File: src/rtl/otp_ctrl_ecc_reg_loader_pkg.sv
// -----------------------------------------------------------------------------
// otp_ctrl_ecc_reg_loader_pkg
// Shared types for the OTP partition register loader:
//   loader_state_e : FSM states, sparse one-hot encoding (6 bits)
//   loader_err_e   : 2-bit error cause codes reported on err_code_o
//   vbits()        : address width needed to index a given number of words
// -----------------------------------------------------------------------------
package otp_ctrl_ecc_reg_loader_pkg;

    typedef enum logic [5:0] {
        StIdle    = 6'b000001,
        StReqWait = 6'b000010,
        StRspWait = 6'b000100,
        StWrite   = 6'b001000,
        StDone    = 6'b010000,
        StError   = 6'b100000
    } loader_state_e;

    typedef enum logic [1:0] {
        ErrNone  = 2'b00,
        ErrOtp   = 2'b01,
        ErrEcc   = 2'b10,
        ErrProto = 2'b11
    } loader_err_e;

    // A single-word partition still needs a 1-bit address.
    function automatic int unsigned vbits(input int unsigned value);
        return (value <= 1) ? 1 : $clog2(value);
    endfunction

endpackage

File: src/rtl/otp_ctrl_ecc_reg_loader.sv
// -----------------------------------------------------------------------------
// otp_ctrl_ecc_reg_loader
// Fills one buffered OTP partition: reads Depth 64-bit words from the OTP
// macro port one at a time and writes each into the partition register file.
//
// Ports:
//   clk_i, rst_i               clock, asynchronous active-high reset
//   init_req_i                 start fill (sampled only in Idle)
//   init_done_o                partition fully loaded (sticky)
//   busy_o                     fill in progress
//   error_o / err_code_o       terminal error and its first cause
//   otp_req_o / otp_addr_o     read request and word address to arbiter
//   otp_gnt_i                  request accepted
//   otp_rvalid_i / otp_rdata_i / otp_err_i   read response
//   reg_wren_o / reg_addr_o / reg_wdata_o    register-file write port
//   reg_ecc_err_i              register-file concurrent ECC error
//
// Configuration macro OTP_CTRL_ECC_REG_LOADER_ECC_CHECK_EN: when defined,
// reg_ecc_err_i in Write or Done moves the FSM to Error with code 10.
// When undefined the input is ignored.
// -----------------------------------------------------------------------------
module otp_ctrl_ecc_reg_loader
    import otp_ctrl_ecc_reg_loader_pkg::*;
#(
    parameter int unsigned Depth    = 16,
    parameter int unsigned OtpAw    = 11,
    parameter int unsigned BaseAddr = 0,
    localparam int unsigned Aw      = vbits(Depth)
) (
    input  logic             clk_i,
    input  logic             rst_i,
    input  logic             init_req_i,
    output logic             init_done_o,
    output logic             busy_o,
    output logic             error_o,
    output logic [1:0]       err_code_o,
    output logic             otp_req_o,
    output logic [OtpAw-1:0] otp_addr_o,
    input  logic             otp_gnt_i,
    input  logic             otp_rvalid_i,
    input  logic [63:0]      otp_rdata_i,
    input  logic             otp_err_i,
    output logic             reg_wren_o,
    output logic [Aw-1:0]    reg_addr_o,
    output logic [63:0]      reg_wdata_o,
    input  logic             reg_ecc_err_i
);

    localparam logic [Aw-1:0] LastIdx = Aw'(Depth - 1);

    loader_state_e state_q, state_d;
    loader_err_e   err_q, err_d;
    logic [Aw-1:0] cnt_q, cnt_d;
    logic [63:0]   buf_q, buf_d;

`ifndef OTP_CTRL_ECC_REG_LOADER_ECC_CHECK_EN
    logic unused_ecc_err;
    assign unused_ecc_err = reg_ecc_err_i;
`endif

    always_ff @(posedge clk_i or posedge rst_i) begin
        if (rst_i) begin
            state_q <= StIdle;
            err_q   <= ErrNone;
            cnt_q   <= '0;
            buf_q   <= '0;
        end else begin
            state_q <= state_d;
            err_q   <= err_d;
            cnt_q   <= cnt_d;
            buf_q   <= buf_d;
        end
    end

    always_comb begin
        state_d     = state_q;
        err_d       = err_q;
        cnt_d       = cnt_q;
        buf_d       = buf_q;
        init_done_o = 1'b0;
        busy_o      = 1'b0;
        error_o     = 1'b0;
        otp_req_o   = 1'b0;
        otp_addr_o  = '0;
        reg_wren_o  = 1'b0;
        reg_addr_o  = '0;
        reg_wdata_o = '0;
        // err_q only leaves ErrNone on entry to Error, so it can drive the port directly.
        err_code_o  = err_q;

        unique case (state_q)
            StIdle: begin
                if (init_req_i) begin
                    state_d = StReqWait;
                    cnt_d   = '0;
                end
            end

            StReqWait: begin
                busy_o     = 1'b1;
                otp_req_o  = 1'b1;
                otp_addr_o = OtpAw'(BaseAddr) + OtpAw'(cnt_q);
                // A response with nothing outstanding is a protocol violation,
                // even if the grant arrives in the same cycle.
                if (otp_rvalid_i) begin
                    state_d = StError;
                    err_d   = ErrProto;
                end else if (otp_gnt_i) begin
                    state_d = StRspWait;
                end
            end

            StRspWait: begin
                busy_o = 1'b1;
                if (otp_rvalid_i) begin
                    if (otp_err_i) begin
                        state_d = StError;
                        err_d   = ErrOtp;
                    end else begin
                        buf_d   = otp_rdata_i;
                        state_d = StWrite;
                    end
                end
            end

            StWrite: begin
                busy_o      = 1'b1;
                reg_wren_o  = 1'b1;
                reg_addr_o  = cnt_q;
                reg_wdata_o = buf_q;
                // OTP-side faults outrank a register-file ECC error in the same cycle.
                if (otp_rvalid_i) begin
                    state_d = StError;
                    err_d   = ErrProto;
`ifdef OTP_CTRL_ECC_REG_LOADER_ECC_CHECK_EN
                end else if (reg_ecc_err_i) begin
                    state_d = StError;
                    err_d   = ErrEcc;
`endif
                end else if (cnt_q == LastIdx) begin
                    state_d = StDone;
                end else begin
                    cnt_d   = cnt_q + Aw'(1);
                    state_d = StReqWait;
                end
            end

            StDone: begin
                init_done_o = 1'b1;
`ifdef OTP_CTRL_ECC_REG_LOADER_ECC_CHECK_EN
                if (reg_ecc_err_i) begin
                    init_done_o = 1'b0;
                    state_d     = StError;
                    err_d       = ErrEcc;
                end
`endif
            end

            StError: begin
                error_o = 1'b1;
            end

            default: begin
                state_d = StError;
                err_d   = ErrProto;
            end
        endcase
    end

endmodule

File: config.mk
export PLATFORM = sky130hd
export DESIGN_NAME = otp_ctrl_ecc_reg_loader
export DESIGN_NICKNAME = d
export VERILOG_FILES = /design/src/rtl/otp_ctrl_ecc_reg_loader_pkg.sv /design/src/rtl/otp_ctrl_ecc_reg_loader.sv
export SDC_FILE = /design/constraint.sdc
export NUM_CORES = 1
export LEC_CHECK = 0
export ABC_AREA = 0
export CAP_MARGIN = 20
export CORE_MARGIN = 5
export CORE_UTILIZATION = 47
export CTS_CLUSTER_DIAMETER = 60
export DETAILED_ROUTE_END_ITERATION = 8
export GPL_TIMING_DRIVEN = 1
export PLACE_DENSITY_LB_ADDON = 0.08
export SLEW_MARGIN = 5
export SYNTH_ARGS = -nofsm -noshare
export SYNTH_HDL_FRONTEND = slang
export SYNTH_SLANG_ARGS = --single-unit
File: constraint.sdc
create_clock -name clk_i -period 5.95 [get_ports clk_i]
set_input_delay 1.19 -clock clk_i [delete_from_list [all_inputs] [get_ports clk_i]]
set_output_delay 1.19 -clock clk_i [all_outputs]
set_load 0.005 [all_outputs]
==> flow_summary_export.csv, run 1 <==
group,metric,value,unit
critical_path,crit_path_cell_trace,"nor3_4 > buf_8 > buf_4 > and3_1 > clkdlybuf4s50_1",
clock_tree,cts-root-to-sink-buffers,2,
synth,syn-cell-area,0.00384,mm^2
critical_path,timing.critical_path.buf_inv,3,
critical_path,path_max_fanout,39,
outcome,outcome,"completed",
grt,grt_max_degree,49,
drt,detail_route.iter0.violations,69,
sta,total_neg_setup_slack,0,ns
synth,synth-warning-count,0,
critical_path,cp.required,4.76,ns
floorplan,i_o_pin_count,157,
synth,postSynthAreaPerCell,12.6,um^2
clock_tree,clk_pin_slew,0.08,ns
floorplan,chipHeight,100,um
clock_tree,tritoncts_clock_tree,"yes",
critical_path,largest_stage_delay_worst_path,0.52,ns
grt,grt_use_met2,30.2,%
drt,detail_route.vias_per_cell,5.08,
clock_tree,htreeDepth,3,
grt,global_route_wire_length_before_repair,14700,um
synth,synth_top_area_share,48.9,%
critical_path,timing.critical_path.slowest_stage_cell,"clkdlybuf4s50_1",
pwr,total_leakage_power,2.88,nW
synth,synth.yosys.seq_area_share,49.6,%
drt,drt_wl_total,9280,um
drt,drtAntennaViolNets,0,
critical_path,start_kind,"flip-flop",
final_layout,most_common_library_cell_in_the_layout_ignoring_fill_and_taps,"clkdlybuf4s50_1",
critical_path,cp_top_family,"buffers and inverters",
synth,synth_cell_types,41,
sta,timing.max_slew.rel_slack,58.3,%
sta,post-route-min-period,3.65,ns
floorplan,initial_utilization,47.4,%
grt,gr-max-usage-layer,"met2",
floorplan,die_width,100,um
grt,global_route.usage.met3,5.77,%
final_layout,num-nets-final,518,
grt,grt_pass1_vias,3005,
synth,synth-seq-cells,76,
clock_tree,cts_made_buffers,9,
synth,ranking_of_synthesized_cells_by_area,"dfrtp_1 49%, mux2_4 19%, and3_1 11%",
grt,global_route.usage.total,18.5,%
sta,fin_worst_hold_slack,0.477,ns
sta,min_period_over_period,61.3,%
sta,setup_repair_after_global_routing_missed_its_margin,"false",
run,max-cap-violations,0,
sta,timing.fmax,274,MHz
drt,routed-via-count,2825,
placement,place.detailed.hpwl,6520,um
placement,buffer_ports.inserted,148,
clock_tree,clock-root-buffer,"clkbuf_8",
final_layout,insertedDiodeCount,0,
floorplan,design.core.area,0.00809,mm^2
clock_tree,insertion_delay_of_the_later_clocked_pin_in_the_worst_skew_pair,0.34,ns
grt,grt.met1_usage,22.8,%
final_layout,layout_cells_sized_above_1,21.5,%
critical_path,worst_ep_arrival_time,2.46,ns
critical_path,crit_path_end_kind,"output port",
drt,post-route-drc-count,0,
grt,antenna_found_initial,0,
critical_path,crit_type,"reg2out",
grt,grt_overflow_total,0,
placement,gp_congestion,0.888,
drt,wire_per_inst,16.7,um
pwr,worst_voltage_drop_across_the_vdd_grid,96.0,uV
min_path,min_path_type,"reg2reg",
clock_tree,cts.sink_count,76,
synth,synth_top_cell_by_area,"dfrtp_1",
synth,synth_cells,304,
clock_tree,cts.repair.resized,0,
sta,hold_violations,0,
floorplan,die-area,0.0101,mm^2
final_layout,area_delta_synth_final,44.8,%
floorplan,rows,33,
sta,worst_pin_slew,0.626,ns
clock_tree,cts_setup_buffers,0,
sta,final-setup-viol-count,0,
sta,timing.clock.skew,0.0106,ns
sta,timing_max_transition_violations_final,0,
pwr,power_density,183,mW/mm^2
final_layout,fin_util,68.6,%
final_layout,mostFrequentLayoutCells,"148 x clkdlybuf4s50_1, 75 x dfrtp_1, 69 x and3_1",
clock_tree,holdBufCountCts,0,
drt,drt_pre_antenna_iters,4,
[logic make-up (layout without fill, tap and decap cells)]
logic type	after synthesis	in the layout	share of synthesized area (%)
AOI/OAI and AO/OA	19	19	3.56
xor gates and xnor gates	2	2	0.457
adders and majority gates	1	1	0.326
buffers and inverters	38	179	5.61
DFF	76	76	49.6
muxes	65	65	23.9
other	1	7	0.0978
and+or+nand+nor	102	102	16.5
[synth_stat cells, drive strengths merged]
master,instances
nand3,4
o2bb2ai,1
a31oi,2
dfrtp,75
o21ai,3
mux2,65
inv,9
dfstp,1
nand3b,1
nor2,6
a22oi,3
xor2,1
xnor2,1
clkbuf,15
nand4,1
buf,14
nor3b,3
o221a,1
conb,1
o211a,1
or3,2
nand2,5
a21oi,3
and2,2
o22ai,1
or2,2
nor3,2
ha,1
nor4b,1
a21o,1
a41o,1
nor2b,1
nand2b,1
and3,69
or3b,2
o32ai,2
[power breakdown]
part           switching [mW]  internal [mW]
logic                  0.0234         0.0599
registers             0.00852          0.533
clock network           0.187          0.206
total                   0.219          0.799
[routing by layer]
metal / vias up / wire (um)
met4: 0 / 114
met5: - / 0
met1: 1371 / 4020
met2: 96 / 4410
li1: 1350 / -
met3: 8 / 730
[flip-flops by register name (all words and copies together), names as in the netlist]
register and flops:
buf_q 64, err_code_o 2, cnt_q 4, state_q 6
[stage by stage]
stage	total power, mW	worst slack [ns]	std cells	cell area (um^2)
finish	1.02	2.30	556	5560
global route	1.06	2.17	556	5560
CTS	1.03	1.76	555	5540
detailed placement	0.636	2.16	539	5340
global placement	0.633	2.14	539	5340
floorplan	0.584	2.82	310	3860
[final timing paths]
| path | cells past startpoint | endpoint | slack [ns] | from |
|---|---|---|---|---|
| max | 5 | reg_wdata_o[23] | 2.30 | state_q[4]$_DFFE_PP0P_ |
| min | 1 | err_code_o[0]$_DFFE_PP0P_ | 0.48 | err_code_o[0]$_DFFE_PP0P_ |
| max reg2reg | 7 | buf_q[61]$_DFFE_PP0P_ | 2.88 | state_q[4]$_DFFE_PP0P_ |
| min reg2reg | 1 | err_code_o[0]$_DFFE_PP0P_ | 0.48 | err_code_o[0]$_DFFE_PP0P_ |
| max in group asynchronous | 3 | buf_q[32]$_DFFE_PP0P_ | 3.69 | rst_i |
| min in group asynchronous | 2 | buf_q[49]$_DFFE_PP0P_ | 1.23 | rst_i |
[final cells by class]
class,count,area (um^2)
well taps,105,131
repair buffers,154,1530
multi-input cells,196,1750
inverters,9,33.8
clock inverters,5,61.3
fillers,630,2540
clock buffers,11,141
flip-flops and latches,76,1900
No activity file was read; power rests on OpenSTA's default activity.
==> run 2, diff against run 1 <==
--- a/config.mk
+++ b/config.mk
@@ -8,7 +8,7 @@
 export ABC_AREA = 0
 export CAP_MARGIN = 20
 export CORE_MARGIN = 5
-export CORE_UTILIZATION = 47
+export CORE_UTILIZATION = 43
 export CTS_CLUSTER_DIAMETER = 60
 export DETAILED_ROUTE_END_ITERATION = 8
 export GPL_TIMING_DRIVEN = 1
==> constraint.sdc (replaced) <==
create_clock -name clk_i -period 3.5 [get_ports clk_i]
set_input_delay 0.7 -clock clk_i [delete_from_list [all_inputs] [get_ports clk_i]]
set_output_delay 0.7 -clock clk_i [all_outputs]
set_load 0.005 [all_outputs]
==> run 2 against run 1 <==
Non-clock buffer count up 1. Clock skew down 0.0011 ns. Sequential share of layout area decreased by 0.077 points. Die area grew 8.3%. Via count fell by 0.28%. Largest cell class unchanged. Clock-buffer cell count fell by 2. Worst setup slack worse by 1.9 ns. Largest power group unchanged. Flip-flop and latch count stayed put.
==> flow_summary_export.csv, run 2 (synthesized netlist as in run 1, its figures left out) <==
group,metric,value,unit
floorplan,chipHeight,104,um
sta,final-setup-viol-count,0,
final_layout,largest_register_ffs,64,
final_layout,finalNonFillerCells,560,
drt,detail_route.vias_per_cell,5.03,
grt,global_route_wire_length_before_repair,15300,um
drt,drt_pre_antenna_iters,5,
grt,grt_max_degree,48,
final_layout,reg.largest.list,"buf_q x64, state_q x6, cnt_q x4",
drt,drt_wl_total,9450,um
placement,gp_congestion,0.805,
final_layout,mostFrequentLayoutCells,"148 x clkdlybuf4s50_1, 75 x dfrtp_1, 69 x and3_1",
sta,worst_pin_slew,0.787,ns
clock_tree,cts.sink_count,76,
drt,routed-via-count,2817,
critical_path,crit_type,"reg2out",
final_layout,most_common_library_cell_in_the_layout_ignoring_fill_and_taps,"clkdlybuf4s50_1",
critical_path,start_kind,"flip-flop",
sta,timing_max_transition_violations_final,0,
drt,detail_route.iter0.violations,112,
drt,wire_per_inst,16.9,um
pwr,worst_voltage_drop_across_the_vdd_grid,242,uV
clock_tree,clk_pin_slew,0.08,ns
min_path,min_path_type,"reg2reg",
grt,grt_overflow_total,0,
min_path,min_path_cells,1,
clock_tree,clock-root-buffer,"clkbuf_8",
placement,numPlacedInstances,544,
min_path,min-delay-start,"err_code_o[0]$_DFFE_PP0P_",
run,max-cap-violations,0,
sta,timing.fmax,325,MHz
critical_path,timing.critical_path.slowest_stage_cell,"clkdlybuf4s50_1",
floorplan,die_width,104,um
placement,place.detailed.hpwl,6580,um
critical_path,timing.critical_path.buf_inv,3,
critical_path,cp.required,2.80,ns
floorplan,rows,34,
clock_tree,cts.repair.resized,0,
final_layout,num-nets-final,519,
critical_path,r2r_start,"state_q[4]$_DFFE_PP0P_",
clock_tree,holdBufCountCts,0,
grt,antenna_found_initial,0,
clock_tree,cts_setup_buffers,0,
final_layout,fin_util,63.8,%
sta,timing.max_slew.rel_slack,47.5,%
outcome,outcome,"completed",
sta,setup_repair_after_global_routing_missed_its_margin,"false",
final_layout,registers.top_by_ff_count,"buf_q",
pwr,total_leakage_power,2.90,nW
sta,total_neg_setup_slack,0,ns
floorplan,initial_utilization,44.0,%
floorplan,design.core.area,0.00872,mm^2
drt,drtAntennaViolNets,0,
critical_path,crit_path_cell_trace,"nor3b_2 > buf_4 > nand2_1 > inv_1 > clkdlybuf4s50_1",
clock_tree,htreeDepth,3,
final_layout,layout_cells_sized_above_1,21.9,%
final_layout,area_delta_synth_final,45.1,%
drt,post-route-drc-count,0,
min_path,min_to,"err_code_o[0]$_DFFE_PP0P_",
critical_path,cp_top_family,"buffers and inverters",
critical_path,worst-r2r-setup-slack,0.89,ns
clock_tree,cts-root-to-sink-buffers,2,
critical_path,worst_ep_arrival_time,2.38,ns
final_layout,nFillCells,690,
grt,grt_pass1_vias,2912,
placement,buffer_ports.inserted,148,
floorplan,i_o_pin_count,157,
sta,fin_worst_hold_slack,0.480,ns
critical_path,r2r-end,"buf_q[28]$_DFFE_PP0P_",
sta,hold_violations,0,
pwr,power_density,310,mW/mm^2
critical_path,worstRegToRegCells,6,
sta,min_period_over_period,87.9,%
floorplan,die-area,0.0109,mm^2
grt,global_route.usage.total,17.1,%
critical_path,path_max_fanout,43,
critical_path,largest_stage_delay_worst_path,0.53,ns
clock_tree,tritoncts_clock_tree,"yes",
final_layout,insertedDiodeCount,0,
sta,post-route-min-period,3.08,ns
critical_path,crit_path_end_kind,"output port",
clock_tree,insertion_delay_of_the_later_clocked_pin_in_the_worst_skew_pair,0.33,ns
clock_tree,cts_made_buffers,9,
sta,timing.clock.skew,0.00946,ns
==> run 2: worst register-to-register path: stages (launching register included) <==
cell	delay, ns
dfrtp_1	0.46
nor3_4	0.26
buf_4	0.31
nand3_2	0.16
or3_4	0.64
buf_12	0.34
mux2_4	0.31
==> run 2: how the worst max path moves through the flow <==
stage / startpoint / end / slack [ns] / depth (start not counted)
6_report: state_q[2]$_DFFE_PP0P_ / reg_wren_o / 0.42 / 5
3_3_place_gp: otp_rvalid_i / buf_q[30]$_DFFE_PP0P_ / 0.59 / 5
5_1_grt: state_q[2]$_DFFE_PP0P_ / reg_wren_o / 0.26 / 5
4_1_cts: state_q[2]$_DFFE_PP0P_ / reg_wren_o / 0.40 / 5
2_1_floorplan: rst_i / buf_q[0]$_DFFE_PP0P_ / 0.86 / 1
3_5_place_dp: otp_rvalid_i / buf_q[28]$_DFFE_PP0P_ / 0.58 / 5
==> run 2: cell type report <==
type / count / area (um^2) / area share (%)
Sequential cell: 76 / 1900 / 34.2
Multi-Input combinational cell: 196 / 1750 / 31.4
Timing Repair Buffer: 155 / 1550 / 27.8
Tap cell: 108 / 135 / 2.43
Clock buffer: 9 / 124 / 2.22
Clock inverter: 7 / 73.8 / 1.33
Inverter: 9 / 35.0 / 0.629
==> run 2: stage by stage <==
stage	setup slack (ns)	area, um^2	power (mW)
6_report	0.423	5570	1.73
5_1_grt	0.264	5570	1.80
4_1_cts	0.398	5570	1.76
3_5_place_dp	0.581	5370	1.08
3_3_place_gp	0.594	5370	1.08
2_1_floorplan	0.863	3860	0.993
==> run 2: routing by layer <==
layer  global-route usage (%)  wire (um)
met5                        0          0
met4                     4.44         83
met3                     6.08        842
met2                     26.7       4470
met1                     22.5       4050
==> run 2: report_power, final <==
part | leakage, nW | internal [mW] | switching [mW] | total (mW)
Clock | 0.100 | 0.333 | 0.328 | 0.662
Sequential | 1.01 | 0.906 | 0.0142 | 0.920
Combinational | 1.79 | 0.103 | 0.0409 | 0.144
==> run 3, diff against run 2 <==
--- a/config.mk
+++ b/config.mk
@@ -8,11 +8,12 @@
 export ABC_AREA = 0
 export CAP_MARGIN = 20
 export CORE_MARGIN = 5
-export CORE_UTILIZATION = 43
+export CORE_UTILIZATION = 28
 export CTS_CLUSTER_DIAMETER = 60
 export DETAILED_ROUTE_END_ITERATION = 8
 export GPL_TIMING_DRIVEN = 1
 export PLACE_DENSITY_LB_ADDON = 0.08
+export REMOVE_ABC_BUFFERS = 1
 export SLEW_MARGIN = 5
 export SYNTH_ARGS = -nofsm -noshare
 export SYNTH_HDL_FRONTEND = slang
==> constraint.sdc (replaced) <==
create_clock -name clk_i -period 3.5 [get_ports clk_i]
set_input_delay 0.35 -clock clk_i [delete_from_list [all_inputs] [get_ports clk_i]]
set_output_delay 0.35 -clock clk_i [all_outputs]
set_load 0.005 [all_outputs]
==> run 3 against run 2 <==
Fmax increased by 5.7%. Worst hold slack got worse by 0.21 ns. Clock skew decreased by 0.0045 ns. Core utilization decreased by 20 points. Clock power increased by 51%. Via count increased by 2.2%. Register-to-register slack improved by 0.43 ns. Critical path depth unchanged. Routed wire length increased by 10%. Design area increased by 4.4%. Critical path type unchanged. Critical endpoint unchanged. Largest cell class unchanged. Highest routed layer is now met5.
==> flow_summary_export.csv, run 3 (synthesized netlist as in run 1, its figures left out) <==
group,metric,value,unit
final_layout,registers.top_by_ff_count,"buf_q",
pwr,post-layout-total-power,2.07,mW
clock_tree,cts_setup_buffers,0,
drt,detail_route.iter0.violations,88,
sta,worst_pin_slew,0.595,ns
placement,gp_congestion,0.783,
grt,global_route_wire_length_before_repair,16400,um
floorplan,i_o_pin_count,157,
drt,detail_route.vias_per_cell,4.56,
min_path,min_path_type,"in2async",
clock_tree,cts.repair.resized,0,
grt,grt_use_met2,20.9,%
drt,post-route-drc-count,0,
sta,fin_ws,0.589,ns
grt,antenna_found_initial,1,
critical_path,worst_ep_arrival_time,2.56,ns
floorplan,initial_utilization,28.7,%
final_layout,nFillCells,1311,
critical_path,timing.critical_path.slowest_stage_cell,"clkdlybuf4s50_1",
drt,routed-via-count,2878,
final_layout,sequential_cell_area,0.00190,mm^2
sta,post-route-min-period,2.91,ns
sta,setup_repair_after_global_routing_missed_its_margin,"false",
sta,final-setup-viol-count,0,
sta,timing.clock.skew,0.00499,ns
grt,grt.met1_usage,15.6,%
critical_path,timing.critical_path.from,"state_q[2]$_DFFE_PP0P_",
critical_path,cp.required,3.15,ns
clock_tree,tritoncts_clock_tree,"yes",
critical_path,crit_path_cell_trace,"nor3b_2 > buf_4 > nand2_1 > inv_1 > clkdlybuf4s50_1",
drt,drt_wl_total,10400,um
placement,place.detailed.hpwl,7150,um
clock_tree,holdBufCountCts,0,
clock_tree,insertion_delay_of_the_later_clocked_pin_in_the_worst_skew_pair,0.33,ns
floorplan,rows,42,
sta,timing.max_slew.rel_slack,60.3,%
grt,grt_pass1_vias,3080,
grt,grt_max_degree,52,
placement,buffer_ports.inserted,148,
pwr,worst_voltage_drop_across_the_vdd_grid,180,uV
critical_path,crit_type,"reg2out",
pwr,total_leakage_power,2.98,nW
clock_tree,htreeDepth,3,
final_layout,area_delta_synth_final,51.6,%
critical_path,largest_stage_delay_worst_path,0.54,ns
final_layout,layout_cells_sized_above_1,22.2,%
floorplan,chipHeight,127,um
final_layout,insertedDiodeCount,0,
final_layout,num-nets-final,522,
grt,grt_overflow_total,0,
critical_path,path_max_fanout,51,
grt,global_route.usage.met3,4.22,%
floorplan,die-area,0.0161,mm^2
floorplan,die_width,127,um
sta,timing.fmax,344,MHz
final_layout,largest_register_ffs,64,
placement,pre_cts_ws,0.943,ns
clock_tree,cts_made_buffers,9,
clock_tree,clock-root-buffer,"clkbuf_16",
final_layout,most_common_library_cell_in_the_layout_ignoring_fill_and_taps,"clkdlybuf4s50_1",
run,max-cap-violations,0,
sta,hold_violations,0,
clock_tree,clk_pin_slew,0.06,ns
drt,drt_pre_antenna_iters,4,
drt,wire_per_inst,16.5,um
outcome,outcome,"completed",
critical_path,r2r_start,"state_q[4]$_DFFE_PP0P_",
critical_path,start_kind,"flip-flop",
final_layout,mostFrequentLayoutCells,"148 x clkdlybuf4s50_1, 75 x dfrtp_1, 69 x and3_1",
floorplan,design.core.area,0.0133,mm^2
drt,drtAntennaViolNets,0,
sta,min_period_over_period,83.2,%
pwr,power_density,355,mW/mm^2
final_layout,multi_input_comb_area,0.00175,mm^2
grt,global_route.usage.total,12.9,%
sta,timing_max_transition_violations_final,0,
clock_tree,cts.sink_count,76,
critical_path,crit_path_end_kind,"output port",
grt,gr-max-usage-layer,"met2",
clock_tree,cts-root-to-sink-buffers,2,
final_layout,reg.largest.list,"buf_q x64, state_q x6, cnt_q x4",
[run 3: final cells by class]
| class | instances | share of cell area, % |
|---|---|---|
| well taps | 176 | 3.79 |
| inverters | 9 | 0.602 |
| repair buffers | 158 | 27.3 |
| clock inverters | 5 | 1.29 |
| multi-input cells | 196 | 30.1 |
| flip-flops and latches | 76 | 32.7 |
| clock buffers | 11 | 4.17 |
[run 3: layer usage]
layer	vias up	part of all wire, %
met3	11	7.2
met4	2	1.6
met1	1410	44
met5	-	0.067
met2	99	47
li1	1356	-
[run 3: per-stage QoR]
stage	util (%)	hold WS [ns]	instance area (um^2)	TNS [ns]	instances
6_report	43.6	0.271	5820	0	631
5_1_grt	43.6	0.275	5820	0	631
4_1_cts	43.6	0.262	5820	0	631
3_5_place_dp	41.2	0.468	5500	0	615
3_3_place_gp	41.0	0.457	5470	0	614
2_1_floorplan	-	0.382	3680	-32.22	281
[run 3: where the power goes]
part	switching (mW)	internal (mW)	total [mW]
Clock	0.357	0.640	0.997
Sequential	0.0134	0.908	0.921
Combinational	0.0422	0.106	0.148
[run 3: final timing paths]
kind	endpoint	slack, ns	cells past startpoint
max	reg_wren_o	0.59	5
min	buf_q[29]$_DFFE_PP0P_	0.27	2
max reg2reg	buf_q[61]$_DFFE_PP0P_	1.32	5
min reg2reg	err_code_o[0]$_DFFE_PP0P_	0.47	1
max in group asynchronous	buf_q[50]$_DFFE_PP0P_	2.70	3
min in group clk_i	err_code_o[0]$_DFFE_PP0P_	0.47	1
[run 3: critical path: cells and delay by family (launching register included)]
kind / cells / cell delay [ns]
simple gates: 2 / 0.52
flops: 1 / 0.47
buf+inv: 3 / 1.22
